==> src/rtl/core_inst_pkg.sv <==
// Shared definitions for the core instruction sequencer: FSM states, inst bus
// field positions, the NOP word and the word packing function.
package core_inst_pkg;

    localparam int INST_W   = 35;
    localparam int FIELD_AW = 11;

    localparam int MODE_BIT      = 34;
    localparam int ACC_BIT       = 33;
    localparam int PSUM_CEN_BIT  = 32;
    localparam int PSUM_WEN_BIT  = 31;
    localparam int PSUM_ADDR_LSB = 20;
    localparam int XMEM_CEN_BIT  = 19;
    localparam int XMEM_WEN_BIT  = 18;
    localparam int XMEM_ADDR_LSB = 7;
    localparam int OFIFO_RD_BIT  = 6;
    localparam int IFIFO_WR_BIT  = 5;
    localparam int IFIFO_RD_BIT  = 4;
    localparam int L0_RD_BIT     = 3;
    localparam int L0_WR_BIT     = 2;
    localparam int EXECUTE_BIT   = 1;
    localparam int LOAD_BIT      = 0;

    // Both SRAMs deselected (CEN/WEN are active-low), every strobe low.
    localparam logic [INST_W-1:0] INST_NOP = 35'h1_800C_0000;

    typedef enum logic [3:0] {
        S_IDLE, S_KRD, S_KLD, S_KDRN, S_ARD, S_EXE, S_ORD, S_ACC, S_DONE
    } state_t;

    typedef struct packed {
        logic                mode;
        logic                acc;
        logic                psum_cen;
        logic                psum_wen;
        logic [FIELD_AW-1:0] psum_addr;
        logic                xmem_cen;
        logic                xmem_wen;
        logic [FIELD_AW-1:0] xmem_addr;
        logic                ofifo_rd;
        logic                ififo_wr;
        logic                ififo_rd;
        logic                l0_rd;
        logic                l0_wr;
        logic                execute;
        logic                load;
    } fields_t;

    function automatic logic [INST_W-1:0] build_inst(input fields_t f);
        logic [INST_W-1:0] w;
        w = '0;
        w[MODE_BIT]                           = f.mode;
        w[ACC_BIT]                            = f.acc;
        w[PSUM_CEN_BIT]                       = f.psum_cen;
        w[PSUM_WEN_BIT]                       = f.psum_wen;
        w[PSUM_ADDR_LSB +: FIELD_AW]          = f.psum_addr;
        w[XMEM_CEN_BIT]                       = f.xmem_cen;
        w[XMEM_WEN_BIT]                       = f.xmem_wen;
        w[XMEM_ADDR_LSB +: FIELD_AW]          = f.xmem_addr;
        w[OFIFO_RD_BIT]                       = f.ofifo_rd;
        w[IFIFO_WR_BIT]                       = f.ififo_wr;
        w[IFIFO_RD_BIT]                       = f.ififo_rd;
        w[L0_RD_BIT]                          = f.l0_rd;
        w[L0_WR_BIT]                          = f.l0_wr;
        w[EXECUTE_BIT]                        = f.execute;
        w[LOAD_BIT]                           = f.load;
        return w;
    endfunction

endpackage

==> src/rtl/core_inst_pkt.sv <==
// Registered packer: turns the sequencer's decoded fields into the inst word
// and aligns the done pulse with the word issued in the DONE state.
module core_inst_pkt
    import core_inst_pkg::*;
(
    input  logic              clk,
    input  logic              reset,
    input  fields_t           fields,
    input  logic              done_in,
    output logic [INST_W-1:0] inst,
    output logic              done
);

    always_ff @(posedge clk or posedge reset) begin
        if (reset) begin
            inst <= INST_NOP;
            done <= 1'b0;
        end else begin
            inst <= build_inst(fields);
            done <= done_in;
        end
    end

endmodule

==> src/rtl/core_inst_seq.sv <==
// Instruction sequencer walking one convolution tile on the core inst bus.
// Optional CORE_INST_SEQ_PERF_EN adds cyc_cnt / stall_cnt performance counters.
module core_inst_seq
    import core_inst_pkg::*;
#(
    parameter int row      = 8,
    parameter int col      = 8,
    parameter int len_kij  = 9,
    parameter int len_nij  = 36,
    parameter int addr_bw  = 11,
    parameter int w_base   = 1024
) (
    input  logic              clk,
    input  logic              reset,
    input  logic              start,
    input  logic              mode,
    input  logic              ofifo_valid,
    output logic              busy,
    output logic              done,
    output logic [INST_W-1:0] inst
`ifdef CORE_INST_SEQ_PERF_EN
    ,
    output logic [31:0]       cyc_cnt,
    output logic [31:0]       stall_cnt
`endif
);

    localparam logic [31:0] ROW_N     = row;
    localparam logic [31:0] COL_N     = col;
    localparam logic [31:0] KIJ_N     = len_kij;
    localparam logic [31:0] NIJ_N     = len_nij;
    localparam logic [31:0] ACC_N     = len_nij * len_kij;
    localparam logic [31:0] W_BASE_N  = w_base;
    localparam logic [31:0] ADDR_MASK = (32'd1 << addr_bw) - 32'd1;

    state_t      state;
    state_t      succ;
    logic [31:0] cnt;
    logic [31:0] kij;
    logic [31:0] acc_k;
    logic [31:0] acc_o;
    logic        mode_q;
    logic        last;
    fields_t     fields;

    function automatic logic [FIELD_AW-1:0] to_field(input logic [31:0] a);
        return FIELD_AW'(a & ADDR_MASK);
    endfunction

    assign busy = (state != S_IDLE);

    always_comb begin
        last = 1'b0;
        succ = S_IDLE;
        case (state)
            S_KRD:  begin last = (cnt == COL_N);                      succ = S_KLD;  end
            S_KLD:  begin last = (cnt == COL_N - 1);                  succ = S_KDRN; end
            S_KDRN: begin last = (cnt == ROW_N - 1);                  succ = S_ARD;  end
            S_ARD:  begin last = (cnt == NIJ_N);                      succ = S_EXE;  end
            S_EXE:  begin last = (cnt == NIJ_N - 1);                  succ = S_ORD;  end
            S_ORD:  begin
                last = ofifo_valid && (cnt == NIJ_N - 1);
                succ = (kij == KIJ_N - 1) ? S_ACC : S_KRD;
            end
            S_ACC:  begin last = (cnt == ACC_N);                      succ = S_DONE; end
            default: begin last = 1'b0;                               succ = S_IDLE; end
        endcase
    end

    always_ff @(posedge clk or posedge reset) begin
        if (reset) begin
            state  <= S_IDLE;
            cnt    <= '0;
            kij    <= '0;
            acc_k  <= '0;
            acc_o  <= '0;
            mode_q <= 1'b0;
        end else if (state == S_IDLE) begin
            if (start) begin
                state  <= S_KRD;
                mode_q <= mode;
                cnt    <= '0;
                kij    <= '0;
            end
        end else if (state == S_DONE) begin
            state <= S_IDLE;
        end else if (last) begin
            state <= succ;
            cnt   <= '0;
            if (state == S_ORD) begin
                if (kij == KIJ_N - 1) begin
                    acc_k <= '0;
                    acc_o <= '0;
                end else begin
                    kij <= kij + 1;
                end
            end
        end else if (state != S_ORD || ofifo_valid) begin
            cnt <= cnt + 1;
            // Readout walks kij fastest so each output row is summed over all kernels.
            if (state == S_ACC) begin
                if (acc_k == KIJ_N - 1) begin
                    acc_k <= '0;
                    acc_o <= acc_o + 1;
                end else begin
                    acc_k <= acc_k + 1;
                end
            end
        end
    end

    always_comb begin
        fields          = '0;
        fields.psum_cen = 1'b1;
        fields.psum_wen = 1'b1;
        fields.xmem_cen = 1'b1;
        fields.xmem_wen = 1'b1;
        fields.mode     = (state != S_IDLE) ? mode_q : 1'b0;
        case (state)
            S_KRD: begin
                if (cnt < COL_N) begin
                    fields.xmem_cen  = 1'b0;
                    fields.xmem_addr = to_field(W_BASE_N + kij * COL_N + cnt);
                end
                // l0 write trails the read by the SRAM's one-cycle latency.
                fields.l0_wr = (cnt != 0);
            end
            S_KLD: begin
                fields.load  = 1'b1;
                fields.l0_rd = 1'b1;
            end
            S_ARD: begin
                if (cnt < NIJ_N) begin
                    fields.xmem_cen  = 1'b0;
                    fields.xmem_addr = to_field(cnt);
                end
                fields.l0_wr = (cnt != 0);
            end
            S_EXE: begin
                fields.execute = 1'b1;
                fields.l0_rd   = 1'b1;
            end
            S_ORD: begin
                if (ofifo_valid) begin
                    fields.ofifo_rd  = 1'b1;
                    fields.psum_cen  = 1'b0;
                    fields.psum_wen  = 1'b0;
                    fields.psum_addr = to_field(kij * NIJ_N + cnt);
                end
            end
            S_ACC: begin
                if (cnt < ACC_N) begin
                    fields.psum_cen  = 1'b0;
                    fields.psum_addr = to_field(acc_k * NIJ_N + acc_o);
                end
                fields.acc = (cnt != 0);
            end
            default: ;
        endcase
    end

    core_inst_pkt u_pkt (
        .clk     (clk),
        .reset   (reset),
        .fields  (fields),
        .done_in (state == S_DONE),
        .inst    (inst),
        .done    (done)
    );

`ifdef CORE_INST_SEQ_PERF_EN
    always_ff @(posedge clk or posedge reset) begin
        if (reset) begin
            cyc_cnt   <= '0;
            stall_cnt <= '0;
        end else if (state == S_IDLE) begin
            if (start) begin
                cyc_cnt   <= '0;
                stall_cnt <= '0;
            end
        end else begin
            cyc_cnt <= cyc_cnt + 1;
            if (state == S_ORD && !ofifo_valid) begin
                stall_cnt <= stall_cnt + 1;
            end
        end
    end
`endif

endmodule

==> config.mk <==
export PLATFORM = sky130hd
export DESIGN_NAME = core_inst_seq
export DESIGN_NICKNAME = d
export VERILOG_FILES = /design/src/rtl/core_inst_pkg.sv /design/src/rtl/core_inst_pkt.sv /design/src/rtl/core_inst_seq.sv
export SDC_FILE = /design/constraint.sdc
export NUM_CORES = 1
export LEC_CHECK = 0
export CAP_MARGIN = 20
export CORE_AREA = 2 2 139 141
export CTS_BUF_LIST = sky130_fd_sc_hd__clkbuf_4 sky130_fd_sc_hd__clkbuf_8
export DETAILED_ROUTE_END_ITERATION = 8
export DIE_AREA = 0 0 141 143
export GPL_TIMING_DRIVEN = 1
export PLACE_DENSITY_LB_ADDON = 0.3
export SLEW_MARGIN = 20
export SYNTH_ARGS = -nofsm -noshare
export SYNTH_HDL_FRONTEND = slang
export SYNTH_SLANG_ARGS = --single-unit
==> constraint.sdc <==
create_clock -name clk -period 7.3 [get_ports clk]
set_clock_uncertainty 0.2 [all_clocks]
set_input_delay 2.19 -clock clk [delete_from_list [all_inputs] [get_ports clk]]
set_output_delay 2.19 -clock clk [all_outputs]
set_load 0.02 [all_outputs]
==> results of run 1 <==
-- routing by layer --
layer	part of all wire (%)	routed length (um)	GRT usage, %
met5	0	0	0
met4	2.2	479	8.11
met3	4.6	988	4.12
met2	45	9690	35.4
met1	48	10200	30.8
-- synthesized netlist by cell type (all sizes together) (11+ instances only) --
library cell	instances	share of area (%)
inv	34	1.4
nor3	29	1.6
o21a	18	1.5
nand2	71	2.9
ha	54	7.4
dfrtp	142	39
a2111oi	16	2.5
o21ai	52	2.9
nand2b	12	0.82
o31ai	12	0.99
o211ai	13	1.1
xor2	33	3.2
xnor2	48	4.6
a21o	12	0.99
and3	34	2.3
a21oi	46	2.5
clkbuf	36	1.5
buf	15	0.97
nor2	98	4.0
nand4	28	1.9
nand3	33	1.8
nor4	28	2.1
or3	12	0.82
o22ai	11	0.75
-- how the worst min path moves through the flow --
stage,start,end,slack (ns),depth (start not counted)
final,mode_q$_DFFE_PP0P_,mode_q$_DFFE_PP0P_,0.27,2
after global routing,mode_q$_DFFE_PP0P_,mode_q$_DFFE_PP0P_,0.32,2
after CTS,mode_q$_DFFE_PP0P_,mode_q$_DFFE_PP0P_,0.27,2
after detailed placement,mode_q$_DFFE_PP0P_,mode_q$_DFFE_PP0P_,0.26,2
after global placement,mode_q$_DFFE_PP0P_,mode_q$_DFFE_PP0P_,0.26,2
after floorplan,mode_q$_DFFE_PP0P_,mode_q$_DFFE_PP0P_,0.24,2
-- layout by cell type (no fill, tap or decap), drive strengths merged, types with 5 or more instances in the layout --
cell           count
fa                 5
a21o              12
clkinv             5
ha                54
o22ai             11
clkbuf            20
and4              10
or2                7
nor2b              9
nand2b            12
and2               7
clkdlybuf4s50     38
or3               12
a21oi             46
or4                7
a2111oi           16
xnor2             48
mux2i              9
xor2              33
a22o               7
nand4             28
o31ai             12
nor4              28
nor2              98
o21ai             52
and3              34
nand3             33
buf               10
nand2             71
o211ai            13
inv               34
o21a              18
nor3              29
dfrtp            142
-- power groups by stage --
stage | Sequential, mW | Clock (mW) | Combinational [mW]
final | 0.881 | 0.637 | 0.195
after global routing | 0.885 | 0.676 | 0.225
after CTS | 0.879 | 0.647 | 0.195
after detailed placement | 0.894 | 0 | 0.194
after global placement | 0.893 | 0 | 0.191
after floorplan | 0.854 | 0 | 0.189
-- sequential cells by signal, summed over array words and instances (netlist names) --
| signal | count |
|---|---|
| acc_o | 11 |
| kij | 32 |
| state | 4 |
| u_pkt.inst | 32 |
| acc_k | 32 |
| cnt | 32 |
| mode_q | 1 |
| u_pkt.done | 1 |
-- stage by stage --
| stage | hold slack (ns) | utilization [%] |
|---|---|---|
| final | 0.267 | 54.1 |
| after global routing | 0.316 | 54.1 |
| after CTS | 0.274 | 54.1 |
| after detailed placement | 0.257 | 52.1 |
| after global placement | 0.256 | 52.1 |
| after floorplan | 0.238 | - |
-- worst max-delay path, cell delays in order (launching register included) --
cell	delay (ns)
dfrtp_1	0.73
nor4_2	0.11
buf_4	0.22
inv_1	0.38
clkdlybuf4s50_1	0.71
-- cell families (layout without fill, tap and decap cells) --
logic type	count (synthesis)	after routing	synth area share, %
flip-flops	145	145	39.8
AND/OR/NAND/NOR	395	395	22.4
other	2	3	0.0823
adder cells (fa/ha/maj)	59	59	8.50
XOR/XNOR	81	81	7.77
multiplexers	10	10	1.11
buffers and inverters	85	112	3.85
AO/OA/AOI/OAI	213	213	16.4
-- cell type report --
cell class | instances | share of cell area (%)
clock inverters | 10 | 1.11
repair buffers | 48 | 4.53
multi-input cells | 761 | 51.3
well taps | 234 | 2.91
flip-flops and latches | 145 | 36.1
clock buffers | 20 | 2.74
inverters | 34 | 1.32
==> impl_metrics.yaml, run 1 <==
pwr:
  switching_share_pct: 28.2
  p_leak_nw: 4.29
  pwr-share-seq_pct: 51.4
  power.switching_mw: 0.483
  p_int_mw: 1.23
  powerDensity_mw_per_mm2: 170
  p_total_mw: 1.71
  comb_power_share_pct: 11.4
  pwr-share-clk_pct: 37.2
  ir_drop_mv: 0.141
placement:
  place.gp.congestion: 0.850
  dp.cells: 1222
  dpl_cell_area_sq_mm: 0.00967
  hpwl_um: 14600
  portBuffers: 38
  post-place-ws_ns: 2.32
timing:
  fmax_ghz: 0.199
  worst_slack_ns: 2.28
  min_period_ns: 5.02
  rsz0062_at_grt: "no"
  period_share_pct: 68.7
  setup_tns_ns: 0
  relSlewSlack_pct: 32.7
  worst_pin_slew_ns: 1.01
  slew_viol_final: 0
  hold_violations: 0
  setup_viol: 0
drt:
  vias_per_cell: 6.05
  first_iter_violations: 641
  wl_um: 21400
  wire_per_inst_um: 17.1
  drcViolationCount: 0
  dr.pass1.iters: 5
  antenna_left: 0
  vias: 7571
clock_network:
  insertion_delay_ns: 0.46
  cts_buffers: 17
  cts_buffer_depth: 2
  post_cts_buffers: 0
  cts_tree: "yes"
  cts-resized-gates: 0
  hold_buffers: 0
  cts_sinks: 145
  cts_max_level: 4
  cts.reportedPaths.clkPinSlew_ns: 0.08
  root_buffer: "clkbuf_8"
synthesis:
  synth_area_sq_mm: 0.00913
  synth-edff-count: 0
  seq_area_frac_synth_pct: 39.8
  ys_warn_count: 0
  async_reset_ff_share_pct: 100
  postSynthAreaPerCell_sq_um: 9.22
  synth-main-ff-cell: "dfrtp_1"
  synthCells: 990
  ys_types: 65
  ys_ff_latch: 145
worst_setup_path:
  cp.arrival_ns: 2.63
  reg2reg_from: "state[0]$_DFFE_PP0P_"
  path_class: "register to primary output"
  crit_end: "busy"
  startpoint: "state[0]$_DFFE_PP0P_"
  worstSetupEndpointType: "primary output"
  r2r-end: "kij[31]$_DFFE_PP0P_"
  start_kind: "register"
  crit_required_ns: 4.91
  worst-path-max-fanout: 18
  rrSetupSlack_ns: 3.59
  reg2reg_depth: 8
floorplan:
  core_sq_mm: 0.0186
  num_io_pins: 42
  start_util_pct: 49.1
  die_h_um: 143
  rows: 50
  die_w_um: 141
  dieArea_sq_mm: 0.0202
final_layout:
  drive_above_1_share_pct: 7.56
  regArea_sq_mm: 0.00363
  stdcell_area_sq_mm: 0.0101
  area_growth_syn_to_layout_pct: 10.3
  nets: 1071
  fillers: 1678
  multi_input_area_sq_mm: 0.00516
  final_cells: 1252
  n_antenna_cell: 0
global_route:
  antenna_found_initial: 0
  grt_overflow: 0
  grt_pass1_vias: 7162
  grtUsageTotal_pct: 22.3
  grt_pass1_wl_um: 36000
  grt_max_degree: 90
worst_hold_path:
  worst_hold_path_type: "register to register"
run_status:
  status: "finished, final reports clean"
job:
  max_cap_violations: 0
No activity file was read; power rests on OpenSTA's default activity.
==> run 2, diff against run 1 <==
- clock period: 7.3 -> 4.1 ns (I/O delays scaled with it)
==> impl_metrics.yaml, run 2 (synthesis gave the netlist of run 1 again) <==
run_status:
  status: "finished, final reports clean"
pwr:
  ir_drop_mv: 0.232
  p_leak_nw: 4.37
  powerDensity_mw_per_mm2: 312
final_layout:
  final_cells: 1265
  final_cell_mix: "142 x dfrtp_1, 98 x nor2_1, 71 x nand2_1"
  layout_commonest_cell: "dfrtp_1"
  nets: 1082
  n_antenna_cell: 0
  fillers: 1701
  area_growth_syn_to_layout_pct: 12.0
  drive_above_1_share_pct: 8.73
placement:
  dp.cells: 1233
  hpwl_um: 14600
  place.gp.congestion: 0.866
  portBuffers: 38
worst_setup_path:
  worstSetupEndpointType: "primary output"
  cpPeakStageDelay_ns: 0.56
  start_kind: "register"
  worst-path-max-fanout: 16
  path_class: "register to primary output"
  crit_required_ns: 2.67
  cpMaxStageDelayCell: "dfrtp_1"
  cp.arrival_ns: 2.11
  worst-path-buf-inv: 2
  cp_top_family: "buffers and inverters"
  crit_path_cell_trace: "nor4_2 -> inv_1 -> clkdlybuf4s50_1"
floorplan:
  start_util_pct: 49.1
  die_h_um: 143
  die_w_um: 141
  dieArea_sq_mm: 0.0202
  num_io_pins: 42
  core_sq_mm: 0.0186
  rows: 50
global_route:
  antenna_found_initial: 0
  grtUsageTotal_pct: 22.0
  grt_pass1_wl_um: 35600
  grt_overflow: 0
  grt_pass1_vias: 7042
  grt_max_degree: 146
timing:
  setup_viol: 0
  hold_violations: 0
  min_period_ns: 3.54
  relSlewSlack_pct: 42.6
  worst_pin_slew_ns: 0.861
  slew_viol_final: 0
  rsz0062_at_grt: "no"
  period_share_pct: 86.4
  setup_tns_ns: 0
  fmax_ghz: 0.282
drt:
  drcViolationCount: 0
  m1WireLength_um: 10300
  met3_length_um: 851
  wl_met2_um: 9630
  vias_per_cell: 5.94
  wl_um: 21100
  vias: 7509
  antenna_left: 0
  wire_per_inst_um: 16.6
  dr.pass1.iters: 6
  first_iter_violations: 688
  dr.max_layer_used: "met4"
clock_network:
  cts_buffers: 17
  root_buffer: "clkbuf_8"
  cts_max_level: 4
  cts_sinks: 145
  cts_buffer_depth: 2
  insertion_delay_ns: 0.46
  hold_buffers: 0
  cts.reportedPaths.clkPinSlew_ns: 0.09
  cts_tree: "yes"
  cts-resized-gates: 0
  post_cts_buffers: 0
worst_hold_path:
  worst_hold_path_type: "register to register"
job:
  max_cap_violations: 0
-- run 2: changes by cell type in the layout (fill, tap and decap cells not counted) --
cell        before  now
buf_12           0    2
buf_4           10   19
bufinv_16        2    4
clkbuf_8        20   17
clkinv_2         4    2
clkinv_4         1    2
clkinvlp_4       3    4
inv_6            1    3
inv_8            0    1
-- run 2: worst min-delay path: stages (launching register included) --
cell and delay, ns:
dfrtp_1 0.34, nand2_1 0.05, nand2_1 0.05
-- run 2: report_power, final --
group	leakage, nW	internal (mW)	switching (mW)
Sequential	1.84	1.46	0.106
Combinational	2.31	0.151	0.199
Clock	0.215	0.671	0.601
Total	4.37	2.28	0.906
-- run 2: layout make-up --
class	count	area (sq um)	area share [%]
clock inverters	15	208	2.03
flip-flops and latches	145	3630	35.5
clock buffers	17	234	2.29
multi-input cells	761	5160	50.5
well taps	234	293	2.86
repair buffers	59	563	5.51
inverters	34	131	1.29
-- run 2: path summary, 6_finish.rpt --
path / to / cells past startpoint / slack (ns) / from
setup / recovery: busy / 3 / 0.56 / state[1]$_DFFE_PP0P_
max in group asynchronous: cnt[18]$_DFFE_PP0P_ / 3 / 1.94 / reset
hold / removal: mode_q$_DFFE_PP0P_ / 2 / 0.27 / mode_q$_DFFE_PP0P_
setup reg to reg: kij[29]$_DFFE_PP0P_ / 10 / 0.69 / cnt[0]$_DFFE_PP0P_
min in group asynchronous: u_pkt.inst[29]$_DFF_PP0_ / 3 / 1.06 / reset
hold reg to reg: mode_q$_DFFE_PP0P_ / 2 / 0.27 / mode_q$_DFFE_PP0P_
-- run 2: routing by layer --
layer  global-route usage [%]  up-vias
met1                     31.9     3630
met4                     7.26        0
li1                         -     3661
met3                     3.42       33
met5                        0        -
met2                     33.7      185
-- run 2: through the flow --
stage | hold slack, ns | util [%] | setup WS, ns | area (sq um) | power (mW)
after floorplan | 0.238 | - | 0.853 | 9130 | 1.86
after global placement | 0.254 | 52.6 | 0.337 | 9780 | 1.94
after detailed placement | 0.256 | 52.6 | 0.262 | 9780 | 1.94
after CTS | 0.275 | 55.0 | 0.474 | 10200 | 3.22
after global routing | 0.322 | 55.0 | 0.387 | 10200 | 3.34
final | 0.270 | 55.0 | 0.559 | 10200 | 3.19
